===== src/rtl/op_encoder_pkg.sv =====
// Shared definitions for the instruction encoder.
//   - FSM state encoding for the session controller.
//   - Field slice positions of the 16-bit op word.
//   - Opcode constants (mirror of def.h used by the decoder).
//   - Helpers: opcode legality check and field packing.
package op_encoder_pkg;

    typedef enum logic [1:0] {
        ST_IDLE  = 2'd0,
        ST_RUN   = 2'd1,
        ST_DRAIN = 2'd2,
        ST_DONE  = 2'd3
    } state_t;

    // Field slices of the op word: {OPC, F2, F1, F0}.
    localparam int OPC_HI = 15;
    localparam int OPC_LO = 12;
    localparam int F2_HI  = 11;
    localparam int F2_LO  = 8;
    localparam int F1_HI  = 7;
    localparam int F1_LO  = 4;
    localparam int F0_HI  = 3;
    localparam int F0_LO  = 0;

    // Opcode values shared with the decoder; 4'hE and 4'hF are undefined.
    localparam logic [3:0] OPC_AND   = 4'h0;
    localparam logic [3:0] OPC_OR    = 4'h1;
    localparam logic [3:0] OPC_ADD   = 4'h2;
    localparam logic [3:0] OPC_SUB   = 4'h3;
    localparam logic [3:0] OPC_CMP   = 4'h4;
    localparam logic [3:0] OPC_JMPR  = 4'h5;
    localparam logic [3:0] OPC_ADDI  = 4'h6;
    localparam logic [3:0] OPC_SUBI  = 4'h7;
    localparam logic [3:0] OPC_CMPI  = 4'h8;
    localparam logic [3:0] OPC_LOAD  = 4'h9;
    localparam logic [3:0] OPC_STORE = 4'hA;
    localparam logic [3:0] OPC_JMP   = 4'hB;
    localparam logic [3:0] OPC_JNZ   = 4'hC;
    localparam logic [3:0] OPC_LI    = 4'hD;

    // LOAD/STORE carry only a 4-bit offset, so a wider immediate is illegal.
    function automatic logic opc_legal(input logic [3:0] opc, input logic [7:0] imm);
        case (opc)
            OPC_LOAD, OPC_STORE:                 return (imm[7:4] == 4'h0);
            OPC_AND, OPC_OR, OPC_ADD, OPC_SUB,
            OPC_CMP, OPC_JMPR, OPC_ADDI, OPC_SUBI,
            OPC_CMPI, OPC_JMP, OPC_JNZ, OPC_LI:  return 1'b1;
            default:                             return 1'b0;
        endcase
    endfunction

    function automatic logic [15:0] pack_op(input logic [3:0] opc,
                                            input logic [3:0] dst,
                                            input logic [3:0] src0,
                                            input logic [3:0] src1,
                                            input logic [7:0] imm);
        logic [15:0] w;
        w = '0;
        w[OPC_HI:OPC_LO] = opc;
        case (opc)
            OPC_AND, OPC_OR, OPC_ADD, OPC_SUB: begin
                w[F2_HI:F2_LO] = src1;
                w[F1_HI:F1_LO] = src0;
                w[F0_HI:F0_LO] = dst;
            end
            OPC_CMP, OPC_JMPR: begin
                w[F2_HI:F2_LO] = src1;
                w[F1_HI:F1_LO] = src0;
            end
            OPC_ADDI, OPC_SUBI: begin
                w[F2_HI:F2_LO] = dst;
                w[F1_HI:F0_LO] = imm;
            end
            OPC_CMPI: begin
                w[F2_HI:F2_LO] = src1;
                w[F1_HI:F0_LO] = imm;
            end
            OPC_LOAD: begin
                w[F2_HI:F2_LO] = src1;
                w[F1_HI:F1_LO] = imm[3:0];
                w[F0_HI:F0_LO] = dst;
            end
            OPC_STORE: begin
                w[F2_HI:F2_LO] = src1;
                w[F1_HI:F1_LO] = src0;
                w[F0_HI:F0_LO] = imm[3:0];
            end
            OPC_JMP, OPC_JNZ, OPC_LI: begin
                w[F2_HI:F1_LO] = imm;
                w[F0_HI:F0_LO] = dst;
            end
            default: ;
        endcase
        return w;
    endfunction

endpackage


===== src/rtl/op_encoder_fifo.sv =====
// op_fifo: synchronous DEPTH x WIDTH FIFO with full/empty flags and level.
//   clk, rst   : clock, asynchronous active-high reset (empties the FIFO)
//   push/wdata : write a word (ignored when full)
//   pop        : drop the head word (ignored when empty)
//   rdata      : head word (undefined contents when empty)
//   full/empty : occupancy flags; level: current number of entries
module op_fifo #(
    parameter int DEPTH = 4,
    parameter int WIDTH = 16
) (
    input  logic                       clk,
    input  logic                       rst,
    input  logic                       push,
    input  logic [WIDTH-1:0]           wdata,
    input  logic                       pop,
    output logic [WIDTH-1:0]           rdata,
    output logic                       full,
    output logic                       empty,
    output logic [$clog2(DEPTH):0]     level
);
    localparam int AW = $clog2(DEPTH);
    localparam logic [AW:0] FULL_LVL = (AW+1)'(DEPTH);

    logic [AW-1:0]    wr_ptr_q, wr_ptr_d;
    logic [AW-1:0]    rd_ptr_q, rd_ptr_d;
    logic [AW:0]      level_q, level_d;
    logic [WIDTH-1:0] mem_q [DEPTH];
    logic             do_push, do_pop;

    assign full    = (level_q == FULL_LVL);
    assign empty   = (level_q == '0);
    assign level   = level_q;
    assign rdata   = mem_q[rd_ptr_q];
    assign do_push = push && !full;
    assign do_pop  = pop && !empty;

    // NOTE: every signal gets a default first so no path leaves it unassigned (no latch).
    always_comb begin
        wr_ptr_d = wr_ptr_q;
        rd_ptr_d = rd_ptr_q;
        level_d  = level_q;
        if (do_push) wr_ptr_d = wr_ptr_q + AW'(1);
        if (do_pop)  rd_ptr_d = rd_ptr_q + AW'(1);
        case ({do_push, do_pop})
            2'b10:   level_d = level_q + (AW+1)'(1);
            2'b01:   level_d = level_q - (AW+1)'(1);
            default: level_d = level_q;
        endcase
    end

    // NOTE: sequential state uses non-blocking assignments so all flops update together.
    always_ff @(posedge clk or posedge rst) begin
        if (rst) begin
            wr_ptr_q <= '0;
            rd_ptr_q <= '0;
            level_q  <= '0;
        end else begin
            wr_ptr_q <= wr_ptr_d;
            rd_ptr_q <= rd_ptr_d;
            level_q  <= level_d;
        end
    end

    // NOTE: storage is not reset; the level counter alone defines which entries are valid.
    always_ff @(posedge clk) begin
        if (do_push) mem_q[wr_ptr_q] <= wdata;
    end

endmodule


===== src/rtl/op_encoder.sv =====
// op_encoder: packs field-level instruction bundles into 16-bit op words,
// buffers them and writes them to consecutive instruction-memory addresses.
//   clk, rst            : clock, asynchronous active-high reset
//   start, base_addr    : begin a session (only in IDLE) at base_addr
//   in_*                : valid/ready bundle stream (opcode, regs, imm, last)
//   imem_req/ack/addr/wdata : memory write port, one word per ack
//   busy, done          : session active / one-cycle end-of-session pulse
//   err, err_idx        : sticky illegal-bundle flag and first illegal index
//   count               : words written this session
module op_encoder
    import op_encoder_pkg::*;
#(
    parameter int DEPTH = 4
) (
    input  logic        clk,
    input  logic        rst,
    input  logic        start,
    input  logic [7:0]  base_addr,
    input  logic        in_valid,
    output logic        in_ready,
    input  logic [3:0]  in_opc,
    input  logic [3:0]  in_dst,
    input  logic [3:0]  in_src0,
    input  logic [3:0]  in_src1,
    input  logic [7:0]  in_imm,
    input  logic        in_last,
    output logic        imem_req,
    input  logic        imem_ack,
    output logic [7:0]  imem_addr,
    output logic [15:0] imem_wdata,
    output logic        busy,
    output logic        done,
    output logic        err,
    output logic [8:0]  err_idx,
    output logic [8:0]  count
);
    localparam int LW = $clog2(DEPTH) + 1;

    state_t      state_q, state_d;
    logic [7:0]  addr_q, addr_d;
    logic [8:0]  count_q, count_d;
    logic [8:0]  idx_q, idx_d;
    logic        err_q, err_d;
    logic [8:0]  err_idx_q, err_idx_d;

    logic          fifo_full, fifo_empty;
    logic [LW-1:0] fifo_level;
    logic [15:0]   fifo_head;
    logic          accept, legal, push, pop, start_ok, drained;

    assign legal    = opc_legal(in_opc, in_imm);
    assign accept   = in_valid && in_ready;
    assign push     = accept && legal;
    assign pop      = !fifo_empty && imem_ack;
    assign start_ok = (state_q == ST_IDLE) && start;
    // FIFO will be empty after this edge; lets done follow the last ack directly.
    assign drained  = fifo_empty || ((fifo_level == LW'(1)) && pop);

    op_fifo #(.DEPTH(DEPTH), .WIDTH(16)) u_fifo (
        .clk   (clk),
        .rst   (rst),
        .push  (push),
        .wdata (pack_op(in_opc, in_dst, in_src0, in_src1, in_imm)),
        .pop   (pop),
        .rdata (fifo_head),
        .full  (fifo_full),
        .empty (fifo_empty),
        .level (fifo_level)
    );

    // State register
    always_ff @(posedge clk or posedge rst) begin
        if (rst) state_q <= ST_IDLE;
        else     state_q <= state_d;
    end

    // Next-state logic
    always_comb begin
        state_d = state_q;
        case (state_q)
            ST_IDLE:  if (start) state_d = ST_RUN;
            ST_RUN:   if (accept && in_last) state_d = ST_DRAIN;
            ST_DRAIN: if (drained) state_d = ST_DONE;
            ST_DONE:  state_d = ST_IDLE;
            default:  state_d = ST_IDLE;
        endcase
    end

    // FSM outputs
    always_comb begin
        in_ready = (state_q == ST_RUN) && !fifo_full;
        busy     = (state_q != ST_IDLE);
        done     = (state_q == ST_DONE);
    end

    // Session datapath: write address, word count, bundle index, error capture.
    always_comb begin
        addr_d    = addr_q;
        count_d   = count_q;
        idx_d     = idx_q;
        err_d     = err_q;
        err_idx_d = err_idx_q;
        if (start_ok) begin
            addr_d    = base_addr;
            count_d   = '0;
            idx_d     = '0;
            err_d     = 1'b0;
            err_idx_d = '0;
        end else begin
            if (pop) begin
                addr_d  = addr_q + 8'd1;
                count_d = count_q + 9'd1;
            end
            if (accept) begin
                idx_d = idx_q + 9'd1;
                if (!legal && !err_q) begin
                    err_d     = 1'b1;
                    err_idx_d = idx_q;
                end
            end
        end
    end

    always_ff @(posedge clk or posedge rst) begin
        if (rst) begin
            addr_q    <= '0;
            count_q   <= '0;
            idx_q     <= '0;
            err_q     <= 1'b0;
            err_idx_q <= '0;
        end else begin
            addr_q    <= addr_d;
            count_q   <= count_d;
            idx_q     <= idx_d;
            err_q     <= err_d;
            err_idx_q <= err_idx_d;
        end
    end

    assign imem_req   = !fifo_empty;
    // Head storage is unreset, so present zero while nothing is queued.
    assign imem_wdata = fifo_empty ? 16'h0000 : fifo_head;
    assign imem_addr  = addr_q;
    assign err        = err_q;
    assign err_idx    = err_idx_q;
    assign count      = count_q;

endmodule


===== config.mk =====
export PLATFORM = sky130hd
export DESIGN_NAME = op_encoder
export DESIGN_NICKNAME = d
export VERILOG_FILES = /design/src/rtl/op_encoder_pkg.sv /design/src/rtl/op_encoder_fifo.sv /design/src/rtl/op_encoder.sv
export SDC_FILE = /design/constraint.sdc
export NUM_CORES = 1
export LEC_CHECK = 0
export ABC_AREA = 1
export BUFFER_PORTS_ARGS = -buffer_cell sky130_fd_sc_hd__buf_2
export CELL_PAD_IN_SITES_DETAIL_PLACEMENT = 2
export CELL_PAD_IN_SITES_GLOBAL_PLACEMENT = 2
export CORE_AREA = 8 8 133 135
export CTS_CLUSTER_DIAMETER = 120
export DETAILED_ROUTE_END_ITERATION = 7
export DIE_AREA = 0 0 141 143
export GPL_TIMING_DRIVEN = 0
export PLACE_DENSITY = 0.88
export SLEW_MARGIN = 30
export SYNTH_ARGS = -nofsm -noshare
export SYNTH_HDL_FRONTEND = slang
export SYNTH_SLANG_ARGS = --single-unit

===== constraint.sdc =====
create_clock -name clk -period 3 [get_ports clk]
set_input_delay 0.15 -clock clk [delete_from_list [all_inputs] [get_ports clk]]
set_output_delay 0.15 -clock clk [all_outputs]
set_load 0.03 [all_outputs]

# Yosys cells after proc, flatten, opt, wreduce, memory -nomap -nowiden
# Memory sizes are Yosys's and may differ from the RTL's.
# Index checks and enable logic that the tools add are counted.
# op_classes
n_addsub	7
n_eq_ne	23
mux	23
n_reduce_logical	33
# op_table
operator	count
two-way mux 9 bit	7
case mux 8 bit (5 select lines)	1
equality test 4 bit (second input constant)	6
adder 9 x 1 -> 9 bit (second input constant)	2
equality test 4 x 3 -> 1 bit (second input constant)	4
two-way mux 16 bit	1
two-way mux 8 bit	2
OR reduction 12 bit	1
logical AND 1 bit	10
nonzero test 2 bit	5
adder 8 x 1 -> 8 bit (second input constant)	1
equality test 4 x 2 -> 1 bit (second input constant)	2
logical NOT 4 bit	2
case mux 2 bit (4 select lines)	1
case mux 4 bit (2 select lines)	1
OR reduction 8 bit	1
OR reduction 7 bit	1
equality test 2 bit (second input constant)	3
two-way mux 2 bit	3
!= test 2 bit (second input constant)	3
case mux 3 bit (2 select lines)	1
two-way mux 1 bit	5
adder 2 x 1 -> 2 bit (second input constant)	2
equality test 2 x 1 -> 1 bit (second input constant)	2
other kinds (15)	19
# totals
reg_bits	45
ram_bits	64
inputBits	38
output_inout_bits	47
elab_cells	96
mem_count	1
# mem_list
memory	words	width	rd	rd_ports_with_merged_regs	wr	line_no	rtl
u_fifo.mem_q	4	16	1	0	1	op_encoder_fifo.sv:27	logic [WIDTH-1:0] mem_q [DEPTH];

# Depth between registers and ports, before layout
# logic_depth
word_depth	8
ltp_mapped	13
mapped_depth_nobuf	13

# By module
# Synthesis repeated with hierarchy kept, for this count alone.
# hier_totals
cells_unflattened	640
area_unflattened_um2	5676.7
# by_module_without_submodules
mod	instances	cells_per_inst	area_per_inst_um2
op_fifo	1	249	3041.7
op_encoder	1	391	2635.0

# Worst setup path after synthesis
# No wires, ideal clock.
# synth_path
kind	register to register
start	register u_fifo.level_q[0] (netlist: u_fifo.level[0])
end	memory u_fifo.mem_q[0][0], enable pin
t_arrival_ns	1.795
path_slack_ns	0.816
path_stages_with_launch	8
cell_sequence	dfrtp_1 inv_1 ha_1 nand2_1 nand3_2 inv_2 nand2_2 nor2_1
# synth_via
elab_chain_len	8
# synth_lines
item	line_no	rtl
start, declared	op_encoder_fifo.sv:26	logic [AW:0] level_q, level_d;
start signal, assigned	op_encoder_fifo.sv:60	level_q <= level_d;
equality test 3 bit *	op_encoder_fifo.sv:30	assign full = (level_q == FULL_LVL);
logical NOT 1 bit *	op_encoder_fifo.sv:34, op_encoder.sv:91	
logical AND 1 bit	op_encoder.sv:91	in_ready = (state_q == ST_RUN) && !fifo_full;
logical AND 1 bit	op_encoder.sv:52	assign accept = in_valid && in_ready;
logical AND 1 bit	op_encoder.sv:53	assign push = accept && legal;
logical AND 1 bit *	op_encoder_fifo.sv:34	assign do_push = push && !full;
two-way mux 1 bit *	op_encoder_fifo.sv:66	if (do_push) mem_q[wr_ptr_q] <= wdata;
two-way mux 1 bit (not written as such) *	op_encoder_fifo.sv:66	
end, declared	op_encoder_fifo.sv:27	
# Every way passes the cells marked *; elsewhere a longest branch is shown, timed or not.

# Final worst setup path
# layout_path
start	register u_fifo.level_q[0] (netlist: u_fifo.level[0])
end	output port imem_wdata[7]
# layout_via
elab_chain_len	2
# layout_lines
item	line_no	rtl
logical NOT 3 bit	op_encoder_fifo.sv:31	assign empty = (level_q == '0);
two-way mux 16 bit	op_encoder.sv:142	assign imem_wdata = fifo_empty ? 16'h0000 : fifo_head;
end, declared	op_encoder.sv:30	output logic [15:0] imem_wdata,
# Every way passes these cells.

==> metrics.md <==
| Metric | Value |
|---|---|
| Worst hold path cell count | `3` |
| # port buffers | `84` |
| Psw | `2.97 mW` |
| Ys Warns | `0` |
| CP cell instances | `inv_1 > ha_1 > inv_1 > nor2_1 > buf_2 > a21oi_1 > buf_2` |
| Clk Latency, worst-skew pair | `0.36 ns` |
| Distinct cell type count after synthesis | `34` |
| Setup violations, final | `0` |
| Routed WL | `18,300 um` |
| Clk slew on worst S/H paths | `0.08 ns` |
| Routed len/inst | `20.1 um` |
| Slew Limit Fails | `0` |
| Crit path buf inv count | `4` |
| Largest net degree at the start of global routing | `46` |
| Power Total | `6.24 mW` |
| Die height | `143 um` |
| Clock Root Buffer | `clkbuf_16` |
| Final Hold Vio Count | `0` |
| Worst vdd rail ir drop | `488 uV` |
| Share of layout cells above drive strength 1 | `0.200` |
| Area grow syn2layout | `19.5%` |
| DP Area | `6090 um2` |
| Post-synth net total | `645` |
| CTS tree | `done` |
| Ant. Diodes | `0` |
| Initial core utilization | `0.343` |
| Setup_tns | `0 ns` |
| Post-Syn Area | `5340 um2` |
| Element type at the critical path start | `register` |
| Status | `finished clean` |
| Congestion Overflow GR | `0` |
| Sw frac | `0.476` |
| CP Data Arrival Time | `2.43 ns` |
| HPWL after detailed placement | `13,600 um` |
| Worst setup EP type | `output port` |
| First-pass GRT wire length | `29,200 um` |
| Critical path's largest stage delay | `0.51 ns` |
| Slew @ Worst Pin | `0.668 ns` |
| Critical path data required time | `2.85 ns` |
| Critical Path Fanout Max | `10` |
| Longest Clk Path Bufs | `2` |
| Yosys reg bits | `109` |
| First drt pass iteration count | `4` |
| Initial antenna violation count | `0` |
| Total Nets Final | `745` |
| Syn avg cell area | `9.06 um2` |
| Ports | `85` |
| Final instance area | `6380 um2` |
| Largest delay share family, worst path | `buffers and inverters` |
| Fin crit share | `0.862` |
| ANT nets after route | `0` |
| Max-cap violations | `0` |
| Crit Path Category | `register to output port` |
| Pwr Density | `978 nW/um2` |
| Post-synthesis sequential area ratio | `0.570` |
| Clk pwr share | `0.187` |
| Gate power share | `0.476` |
| Post-synthesis cell count | `590` |
| RSZ-0062 raised after global routing | `no` |
| Slowest stage cell, crit path | `nor2_1` |
| Row cnt | `46` |
| CORE AREA | `15,600 um2` |
| Vias in the first global route | `5,260` |
| Pint | `3.27 mW` |
| Clock net sink count | `109` |
| CP Depth | `7` |
| GPL Wtd Cong | `0.873` |
| Total track usage | `0.189` |
| Die width | `141 um` |
| Fin crit period | `2.58 ns` |
| DRC | `0` |
| Skew final | `0.00793 ns` |
| Top achievable clock speed | `0.387 GHz` |
| Max transition margin | `0.553` |
| Pre-CTS setup slack | `0.501 ns` |
| Min-delay worst type | `primary input to register` |
| Vias per cell | `5.02` |
| Non-Filler Instances | `911` |
| Final WS setup | `0.415 ns` |
| DRT iter0 DRCs | `216` |
| Sequential Power Share | `0.338` |
| DR vias | `4,570` |
| Post-Place Cells | `893` |
| Cts bufs inserted | `9` |
| Die Footprint | `20,200 um2` |
| Leakage | `2.85 nW` |
| # H-tree levels | `3` |
| R2R depth | `8` |
## per-layer routing
layer / part of all wire / vias up / wire [um] / track usage
met2: 0.51 / 110 / 9300 / 0.339
met1: 0.43 / 2300 / 7770 / 0.221
met3: 0.047 / 21 / 861 / 0.0324
met4: 0.019 / 0 / 344 / 0.0747
met5: 0 / - / 0 / 0
li1: - / 2139 / - / -
## sequential cells by signal (all words and copies together) (netlist names), 3 cells and up
name and count:
u_fifo.mem_q 64, idx_q 9, err_idx 9, imem_addr 8
u_fifo.level 3, count 9
## worst min-delay path: stages
cell	delay, ns
buf_2	0.10
nand2_1	0.06
a31oi_1	0.07
## cell usage after synthesis (all sizes together)
cell type	count	area [um2]
mux2i	1	10.0
o211ai	3	22.5
ha	17	213
nor4	1	6.26
xnor2	5	43.8
o31ai	1	7.51
nand2	122	480
or2	1	6.26
nor2	119	454
a31oi	1	6.26
dfrtp	45	1130
o21ai	53	273
buf	13	76.3
a211oi	1	7.51
nor3b	2	15.0
a21oi	25	125
edfxtp	64	1920
and2	1	6.26
nand3	38	205
inv	54	203
clkinv	1	3.75
nor3	7	35.0
nand4	6	37.5
clkbuf	4	15.0
xor2	5	43.8
## cells in the final DEF (no fill, tap or decap), types with 2 or more instances in the layout
| master | count |
|---|---|
| ha_1 | 17 |
| xor2_1 | 5 |
| o211ai_1 | 3 |
| buf_4 | 2 |
| nand2_1 | 117 |
| nor3_1 | 7 |
| o21ai_2 | 2 |
| nor2_1 | 112 |
| edfxtp_1 | 64 |
| nand2_2 | 3 |
| buf_2 | 94 |
| a21oi_1 | 25 |
| xnor2_1 | 5 |
| o21ai_1 | 3 |
| nor3b_1 | 2 |
| o21ai_0 | 48 |
| buf_6 | 4 |
| clkinvlp_4 | 4 |
| inv_1 | 49 |
| nand3_1 | 35 |
| clkbuf_1 | 4 |
| clkinv_4 | 2 |
| dfrtp_1 | 45 |
| nand3_2 | 3 |
| dlygate4sd3_1 | 2 |
| clkbuf_16 | 9 |
| nor2_2 | 6 |
| inv_2 | 4 |
| nand4_1 | 6 |
| nand2_4 | 2 |
## kinds of logic (layout without fill, tap and decap cells)
family,count (synthesis),count (layout),share of synthesized area
AO/OA/AOI/OAI,84,84,0.0827
XOR/XNOR,10,10,0.0164
adder cells (fa/ha/maj),17,17,0.0398
buffers and inverters,72,177,0.0557
flip-flops,109,109,0.570
multiplexers,1,1,0.00187
AND/OR/NAND/NOR,297,297,0.233
## timing repair
| item | 4_1_cts | 5_1_grt |
|---|---|---|
| endpoints found under the hold margin | 46 | 0 |
| hold buffers | 2 | 0 |
| resized for setup | 0 | 0 |
| setup buffers | 0 | 0 |
## stage by stage
stage | util | hold slack, ns
floorplan | - | 0.249
global placement | 0.387 | 0.365
detailed placement | 0.390 | 0.268
CTS | 0.409 | 0.0401
global route | 0.409 | 0.0614
finish | 0.409 | 0.0486
## power by group through the flow
stage               sequential, mW  combinational, mW  clock, mW
floorplan                     2.29               1.76          0
global placement              2.10               2.78          0
detailed placement            2.13               3.00          0
CTS                           2.11               3.03       1.18
global route                  2.14               3.27       1.23
finish                        2.11               2.97       1.17
## path summary, 6_finish.rpt
path | start | end | slack, ns
min reg2reg | err$_DFFE_PP0P_ | err$_DFFE_PP0P_ | 0.52
max reg2reg | u_fifo.level[0]$_DFFE_PP0P_ | u_fifo.mem_q[3][5]$_DFFE_PP_ | 0.53
max | u_fifo.level[0]$_DFFE_PP0P_ | imem_wdata[7] | 0.42
min in group asynchronous | rst | state_q[1]$_DFFE_PP0P_ | 0.40
max in group asynchronous | rst | imem_addr[5]$_DFFE_PP0P_ | 2.17
min | base_addr[1] | imem_addr[1]$_DFFE_PP0P_ | 0.05
## cell type report
class | count | area (um2)
Timing Repair Buffer | 89 | 474
Multi-Input combinational cell | 409 | 2010
Buffer | 17 | 91.3
Clock inverter | 7 | 52.6
Fill cell | 1774 | 9210
Inverter | 55 | 209
Sequential cell | 109 | 3050
Clock buffer | 9 | 225
Tap cell | 216 | 270
No activity file was read; power rests on OpenSTA's default activity.
